--- src/rtl/cpu_ctrl_pkg.sv ---
// rtl/cpu_ctrl_pkg.sv - shared types and defaults for the CPU run controller
package cpu_ctrl_pkg;

  typedef enum logic [1:0] {
    ST_CPU_RST = 2'd0,
    ST_HALT    = 2'd1,
    ST_RUN     = 2'd2,
    ST_STEP    = 2'd3
  } state_e;

  typedef enum logic [1:0] {
    CMD_NOP       = 2'd0,
    CMD_RUN       = 2'd1,
    CMD_STEP      = 2'd2,
    CMD_RESET_CPU = 2'd3
  } cmd_e;

  localparam int DEF_PC_W         = 8;
  localparam int DEF_CNT_W        = 16;
  localparam int DEF_RST_CYCLES   = 4;
  localparam int DEF_STEP_TIMEOUT = 15;

  function automatic int max_int(input int a, input int b);
    return (a > b) ? a : b;
  endfunction

endpackage

--- src/rtl/sat_counter.sv ---
// rtl/sat_counter.sv - saturating up-counter with synchronous clear
module sat_counter #(
  parameter int W = 16
) (
  input  logic         clk,
  input  logic         rst_n,
  input  logic         clr,
  input  logic         inc,
  output logic [W-1:0] count
);

  always_ff @(posedge clk or negedge rst_n) begin
    if (!rst_n) begin
      count <= '0;
    end else if (clr) begin
      count <= '0;
    end else if (inc && (count != {W{1'b1}})) begin
      count <= count + 1'b1;
    end
  end

endmodule

--- src/rtl/cpu_run_controller.sv ---
// rtl/cpu_run_controller.sv - run/halt/single-step sequencer with PC breakpoint
module cpu_run_controller
  import cpu_ctrl_pkg::*;
#(
  parameter int PC_W         = DEF_PC_W,
  parameter int CNT_W        = DEF_CNT_W,
  parameter int RST_CYCLES   = DEF_RST_CYCLES,
  parameter int STEP_TIMEOUT = DEF_STEP_TIMEOUT
) (
  input  logic             clk,
  input  logic             rst_n,
  input  logic             cmd_valid,
  input  logic [1:0]       cmd,
  output logic             cmd_ready,
  input  logic             break_en,
  input  logic [PC_W-1:0]  break_addr,
  input  logic [PC_W-1:0]  cpu_pc,
  input  logic             cpu_retire,
  output logic             cpu_en,
  output logic             cpu_reset,
  output logic             halted,
  output logic             break_hit,
  output logic             step_timeout,
  output logic [CNT_W-1:0] retire_count,
  output logic [1:0]       state_o
);

  // One down-counter serves both reset hold and step timeout; the states never overlap.
  localparam int DC_W = $clog2(max_int(RST_CYCLES, STEP_TIMEOUT) + 1);
  localparam logic [DC_W-1:0] RST_LOAD  = DC_W'(RST_CYCLES - 1);
  localparam logic [DC_W-1:0] STEP_LOAD = DC_W'(STEP_TIMEOUT);

  state_e          state, state_nx;
  logic [DC_W-1:0] dcnt, dcnt_nx, dcnt_dec;
  logic            break_hit_nx, step_timeout_nx;
  logic            cnt_clr, accept, bp_match;

  assign accept   = cmd_valid && cmd_ready;
  assign bp_match = break_en && cpu_retire && (cpu_pc == break_addr);
  assign dcnt_dec = dcnt - 1'b1;

  assign cpu_en    = (state == ST_RUN) || (state == ST_STEP);
  assign cpu_reset = (state == ST_CPU_RST);
  assign halted    = (state == ST_HALT);
  assign cmd_ready = (state == ST_HALT) || (state == ST_RUN);
  assign state_o   = state;

  always_ff @(posedge clk or negedge rst_n) begin
    if (!rst_n) begin
      state        <= ST_CPU_RST;
      dcnt         <= RST_LOAD;
      break_hit    <= 1'b0;
      step_timeout <= 1'b0;
    end else begin
      state        <= state_nx;
      dcnt         <= dcnt_nx;
      break_hit    <= break_hit_nx;
      step_timeout <= step_timeout_nx;
    end
  end

  always_comb begin
    state_nx        = state;
    dcnt_nx         = dcnt;
    break_hit_nx    = break_hit;
    step_timeout_nx = step_timeout;
    cnt_clr         = 1'b0;
    case (state)
      ST_CPU_RST: begin
        if (dcnt == '0) state_nx = ST_HALT;
        else            dcnt_nx  = dcnt_dec;
      end
      ST_HALT: begin
        if (accept) begin
          case (cmd)
            CMD_RUN: begin
              state_nx     = ST_RUN;
              break_hit_nx = 1'b0;
            end
            CMD_STEP: begin
              state_nx        = ST_STEP;
              dcnt_nx         = STEP_LOAD;
              step_timeout_nx = 1'b0;
              break_hit_nx    = 1'b0;
            end
            CMD_RESET_CPU: begin
              state_nx        = ST_CPU_RST;
              dcnt_nx         = RST_LOAD;
              break_hit_nx    = 1'b0;
              step_timeout_nx = 1'b0;
              cnt_clr         = 1'b1;
            end
            default: ;
          endcase
        end
      end
      ST_RUN: begin
        // A host reset outranks a breakpoint landing in the same cycle.
        if (accept && (cmd == CMD_RESET_CPU)) begin
          state_nx        = ST_CPU_RST;
          dcnt_nx         = RST_LOAD;
          break_hit_nx    = 1'b0;
          step_timeout_nx = 1'b0;
          cnt_clr         = 1'b1;
        end else if (bp_match) begin
          state_nx     = ST_HALT;
          break_hit_nx = 1'b1;
        end else if (accept && (cmd == CMD_STEP)) begin
          state_nx = ST_HALT;
        end
      end
      ST_STEP: begin
        if (cpu_retire) begin
          state_nx = ST_HALT;
          if (bp_match) break_hit_nx = 1'b1;
        end else begin
          dcnt_nx = dcnt_dec;
          if (dcnt_dec == '0) begin
            state_nx        = ST_HALT;
            step_timeout_nx = 1'b1;
          end
        end
      end
      default: state_nx = ST_CPU_RST;
    endcase
  end

  sat_counter #(.W(CNT_W)) u_retire_cnt (
    .clk   (clk),
    .rst_n (rst_n),
    .clr   (cnt_clr),
    .inc   (cpu_retire && cpu_en),
    .count (retire_count)
  );

endmodule

--- config.mk ---
export PLATFORM = sky130hd
export DESIGN_NAME = cpu_run_controller
export DESIGN_NICKNAME = d
export VERILOG_FILES = /design/src/rtl/cpu_ctrl_pkg.sv /design/src/rtl/sat_counter.sv /design/src/rtl/cpu_run_controller.sv
export SDC_FILE = /design/constraint.sdc
export NUM_CORES = 1
export LEC_CHECK = 0
export CORE_MARGIN = 4
export CORE_UTILIZATION = 43
export DETAILED_ROUTE_END_ITERATION = 6
export GPL_TIMING_DRIVEN = 1
export MAX_ROUTING_LAYER = met4
export PLACE_DENSITY = 0.76
export SLEW_MARGIN = 20
export SYNTH_ARGS = -nofsm -noshare
export SYNTH_HDL_FRONTEND = slang
export SYNTH_SLANG_ARGS = --single-unit
--- constraint.sdc ---
create_clock -name clk -period 2.1 [get_ports clk]
set_input_delay 0.525 -clock clk [delete_from_list [all_inputs] [get_ports clk]]
set_output_delay 0.525 -clock clk [all_outputs]
set_load 0.005 [all_outputs]
# Word level (Yosys, flattened, before mapping)
# Cells that the tools add are included.
dict set report totals {
  wordCells 81
  reg_bits 24
}
dict set report classes {
  n_eq_ne 21
  add_sub_neg 2
  n_reduce_logical 20
  mux 33
}
# op n
set op_table {}
lappend op_table {{16-bit 2-to-1 mux} 2}
lappend op_table {{16-bit by 1-bit adder with 16-bit output (second input constant)} 1}
lappend op_table {{4-bit 2-to-1 mux} 4}
lappend op_table {{16-bit inequality test (second input constant)} 1}
lappend op_table {{4-bit one-hot mux with 4 select lines} 1}
lappend op_table {{2-bit 2-to-1 mux} 7}
lappend op_table {{1-bit 2-to-1 mux} 13}
lappend op_table {{2-bit inequality test (second input constant)} 5}
lappend op_table {{5-bit AND reduction} 2}
lappend op_table {{2-bit == test (second input constant)} 4}
lappend op_table {{8-bit == test} 1}
lappend op_table {{4-bit logical NOT} 2}
lappend op_table {{2-bit by 1-bit inequality test with 1-bit output (second input constant)} 4}
lappend op_table {{2-bit one-hot mux with 4 select lines} 1}
lappend op_table {{4-bit one-hot mux with 2 select lines} 1}
lappend op_table {{1-bit logical AND} 7}
lappend op_table {{1-bit one-hot mux with 3 select lines} 2}
lappend op_table {{2-bit one-hot mux with 3 select lines} 1}
lappend op_table {{6-bit AND reduction} 1}
lappend op_table {{2-bit by 1-bit == test with 1-bit output (second input constant)} 2}
lappend op_table {{4-bit by 1-bit inequality test with 1-bit output (second input constant)} 1}
lappend op_table {{4-bit by 2-bit inequality test with 1-bit output (second input constant)} 1}
lappend op_table {{4-bit AND reduction} 1}
lappend op_table {{4-bit by 1-bit subtractor with 4-bit output (second input constant)} 1}
lappend op_table {{other kinds (9)} 10}

# Longest topological paths before layout
dict set report depth {
  word_depth 8
  depth_mapped 8
}

# By module
# A second synthesis with hierarchy kept.
dict set report unflattened {
  hier_cells 195
  area_unflattened_um2 1755.4
}
# module seq_area_each_um2 area_per_inst_um2 n_inst cells_each
set by_module_without_submodules {}
lappend by_module_without_submodules {sat_counter 400.4 942.2 1 98}
lappend by_module_without_submodules {cpu_run_controller 202.7 813.3 1 97}

# Least setup slack after synthesis
# OpenSTA, ideal clock, no wires.
dict set report synth_timing {
  kind {reg-to-reg}
  start {register state[0], in the netlist state_o[0]}
  end {register dcnt[2]}
  path_stages_with_launch 8
  t_arrival_ns 2.065
  setup_slack_ns -0.036
  period_less_slack_ns 2.136
  n_path_buf 0
  path_cell_list {dfrtp_1 > inv_1 > ha_1 > o211ai_1 > a222oi_1 > o21ai_2 > or4b_1 > nand4_1}
}
dict set report synth_via {
  elab_chain_cells 6
  word_cells_on_any_way 14
  classes_between {eq/ne: 8; mux: 1; reduce/logical: 5}
}
# item line_no
set synth_rtl {}
lappend synth_rtl {{from (decl)} cpu_run_controller.sv:33} ;# state_e state, state_nx;
lappend synth_rtl {{from (signal assigned)} cpu_run_controller.sv:55} ;# state <= state_nx;
lappend synth_rtl {{2-bit by 1-bit == test with 1-bit output or 2-bit == test (tied branches)} cpu_run_controller.sv:45} ;# assign cmd_ready = (state == ST_HALT) || (state == ST_RUN);
lappend synth_rtl {{1-bit logical OR *} cpu_run_controller.sv:45}
lappend synth_rtl {{net cmd_ready} cpu_run_controller.sv:14} ;# output logic cmd_ready,
lappend synth_rtl {{1-bit logical AND *} cpu_run_controller.sv:38} ;# assign accept = cmd_valid && cmd_ready;
lappend synth_rtl {{1-bit logical AND} cpu_run_controller.sv:99} ;# if (accept && (cmd == CMD_RESET_CPU)) begin
lappend synth_rtl {{2-bit by 1-bit inequality test with 1-bit output (no source line)} n/a}
lappend synth_rtl {{5-bit AND reduction (no source line) *} n/a}
lappend synth_rtl {{to (signal assigned)} cpu_run_controller.sv:56} ;# dcnt <= dcnt_nx;
lappend synth_rtl {{to (decl)} cpu_run_controller.sv:34} ;# logic [DC_W-1:0] dcnt, dcnt_nx, dcnt_dec;
# Mark *: on every way through the listed nets, which the timed path passes. The rest lies on a longest branch.
# A chain may end at the register's enable or synchronous reset.

# Final worst setup path
dict set report layout_timing {
  start {register state[0], in the netlist state_o[0]}
  end {register dcnt[2]}
}
dict set report layout_via {
  elab_chain_cells 6
  word_cells_on_any_way 14
  classes_between {eq/ne: 8; mux: 1; reduce/logical: 5}
}
# item line_no
set layout_rtl {}
lappend layout_rtl {{2-bit by 1-bit == test with 1-bit output or 2-bit == test (tied branches)} {cpu_run_controller.sv:45, cpu_run_controller.sv:68}}
lappend layout_rtl {{1-bit logical OR} cpu_run_controller.sv:45}
lappend layout_rtl {{1-bit logical AND} cpu_run_controller.sv:38}
lappend layout_rtl {{1-bit logical AND} cpu_run_controller.sv:99}
lappend layout_rtl {{2-bit by 1-bit inequality test with 1-bit output (no source line)} n/a}
lappend layout_rtl {{5-bit AND reduction (no source line)} n/a}
# Parallel ways exist; a longest one is shown, timed or not.

==> results.json <==
{
  "status": "finished with violations",
  "violations": "negative setup slack",
  "final_core_util": 0.698,
  "crit_type": "flop to flop",
  "fin_crit_ns": 2.13,
  "route.met2.wl_um": 2150,
  "cts.clk_slew.worst_paths_ns": 0.09,
  "synth_top_area_cell": "dfrtp_1",
  "crit_path_max_fanout": 5,
  "syn-cell-area_sq_um": 1640,
  "synth_seq_cells": 24,
  "synth_top_area_frac": 0.336,
  "dr_wl_met3_um": 166,
  "die_height_um": 69.7,
  "r2r_end": "dcnt[2]",
  "syn-num-nets": 213,
  "syn_area_per_cell_sq_um": 9.21,
  "fin_crit_sh": 1.01,
  "timing.final.ws_setup_ns": -0.0263,
  "cts_buffers": 3,
  "clock_sinks": 24,
  "clkLatencyLatePin_ns": 0.27,
  "whs_path_depth": 2,
  "syn-instance-count": 178,
  "async_reset_ff_frac": 1.00,
  "grt_pass1_vias": 1622,
  "fin_skew_ns": 0.00334,
  "worstSetupEndpointType": "flop",
  "power_density_nw_per_um2": 1000,
  "setup_viol": 3,
  "drive_above_1_share": 0.226,
  "wl_met1_um": 1920,
  "grtUsageTotal": 0.181,
  "worstPathRequired_ns": 2.31,
  "timing.rr.start": "state_o[0]",
  "fin_nets": 297,
  "max_clock_freq_mhz": 470,
  "hold_class": "flop to flop",
  "drt_iter0_drc": 92,
  "routed_via_density": 5.28,
  "slew_headroom": 0.743,
  "cap_violations": 0,
  "postRouteAntennaNets": 0,
  "synth_cell_types": 47,
  "slew_violations": 0,
  "drc": 0,
  "dp_hpwl_um": 3200,
  "die_x_um": 69.7,
  "final-hold-violation-count": 0,
  "vias": 1632,
  "place_congestion": 0.893,
  "arrival_ns": 2.34,
  "yosysWarnings": 0,
  "cts.htree.levels": 1,
  "ff2ff_path_depth": 8,
  "whs_endpoint": "step_timeout",
  "core_sq_um": 3660,
  "rsz0062_at_grt": "yes",
  "synthToLayoutAreaGrowth_pct": 55.9,
  "ys.flop_type": "dfrtp_1",
  "yosys-top-cells-area": "dfrtp_1 (34%), xor2_1 (11%), ha_1 (9.2%)",
  "worstSetupStartpointType": "flop",
  "die_area_sq_um": 4860,
  "portBuffers": 46,
  "antenna_cells": 0,
  "dr.pass1.iters": 4,
  "wl_per_cell_um": 13.9,
  "top_layer": "met4",
  "start_util": 0.448,
  "cts_tree": "yes",
  "io_pins": 47,
  "cts_root_buffer": "clkbuf_8",
  "ys_seq_area_frac": 0.368,
  "tightestPinTransition_ns": 0.383,
  "grt_antenna_before_repair": 0,
  "regToRegSetupSlack_ns": -0.03,
  "leakagePower_nw": 1.14,
  "synth_edf_count": 0,
  "fp-row-count": 22,
  "cts_buffer_depth": 2,
  "peakVddDrop_mv": 0.712,
  "grt_max_degree": 25,
  "final.setup.tns_ns": -0.0345,
  "overflow": 0,
  "grt_pass1_wl_um": 7190,
  "hp-start": "step_timeout",
  "wl_um": 4280
}
## cells in the final DEF (no fill, tap or decap), types with 4 or more instances in the layout
master           netlist  layout
a21oi_1                5       5
xor2_1                20      20
nand4_1                7       7
and3_1                 4       4
o211ai_1               4       4
nand2_1               12      12
inv_1                  9       7
buf_4                  0      36
nor2_1                21      21
dfrtp_1               22      22
a31oi_1                4       4
dlygate4sd2_1          0       5
ha_1                  12       7
clkdlybuf4s50_1        0      40
nand3_1                5       5
## sequential cells by signal (all words and copies together), names as in the netlist
name / count
dcnt: 4
break_hit: 1
u_retire_cnt.count: 16
state_o: 2
step_timeout: 1
## worst max path at each step
stage / startpoint / end / cells past startpoint
3_5_place_dp: cmd[1] / dcnt[2] / 7
5_1_grt: dcnt[0] / state_o[1] / 7
4_1_cts: state_o[0] / dcnt[2] / 7
3_3_place_gp: cmd[1] / dcnt[2] / 7
2_1_floorplan: state_o[0] / dcnt[2] / 7
6_report: state_o[0] / dcnt[2] / 8
## power breakdown
part	switching (mW)	leakage (nW)	total, mW	internal [mW]
combinational	0.643	0.789	1.48	0.834
sequential	0.103	0.316	0.667	0.564
clock	0.161	0.0357	0.416	0.255
total	0.907	1.14	2.56	1.65
## layer usage
layer,GRT usage,up-vias
met3,0.0217,5
met2,0.296,40
met1,0.236,772
met4,0.0553,0
li1,-,815
met5,-,-
## cells in the mapped netlist, drive strengths merged, types with 2 or more instances
cell     number
dfrtp        22
o2111ai       3
nor4          3
dfstp         2
a211oi        2
nand3         5
a21oi         5
xor2         20
nor2b         2
a31oi         4
ha           12
nand2        12
and4          3
nand4         7
and3          4
or3           3
nand3b        3
o21a          2
nor2         21
o211ai        4
inv           9
nor3          3
clkbuf        3
o21ai         5
## layout make-up
class,instances,area [sq um]
clock buffer,3,41.3
clock inverter,1,30.0
fill,288,1110
inverter,9,33.8
multi-input combinational,141,1050
sequential,24,603
tap,48,60.1
timing repair buffer,83,736
## what timing repair did
action / CTS / global route
endpoints found under the setup margin: 8 / 6
pin swaps: 4 / 3
setup buffers: 4 / 4
gates resized for setup: 15 / 8
hold buffers: 0 / 0
## through the flow
| step | power, mW | instance area, sq um | setup slack (ns) | instances | hold slack, ns |
|---|---|---|---|---|---|
| detailed placement | 1.94 | 2370 | -0.565 | 297 | 0.536 |
| floorplan | 1.31 | 1650 | 0.0478 | 178 | 0.229 |
| CTS | 2.41 | 2490 | -0.0495 | 305 | 0.555 |
| global route | 2.72 | 2550 | -0.0749 | 309 | 0.607 |
| global placement | 1.91 | 2370 | -0.481 | 297 | 0.534 |
| finish | 2.56 | 2550 | -0.0263 | 309 | 0.545 |
## cell families after synthesis
| group | Yosys count | share of synthesized area |
|---|---|---|
| muxes | 2 | 0.0130 |
| adders and majority gates | 12 | 0.0916 |
| and+or+nand+nor | 74 | 0.241 |
| buffers and inverters | 13 | 0.0351 |
| xor gates and xnor gates | 21 | 0.112 |
| AOI/OAI and AO/OA | 32 | 0.139 |
| DFF | 24 | 0.368 |
## worst max-delay path, cell delays in order, from the launching register on
cell and delay (ns):
dfrtp_1 0.41, inv_2 0.09, ha_4 0.29, o211ai_1 0.13, a222oi_1 0.32, buf_4 0.19, o21ai_4 0.07, or4b_1 0.50
nand4_1 0.08
Note: power is estimated with default switching activity, not from simulation.
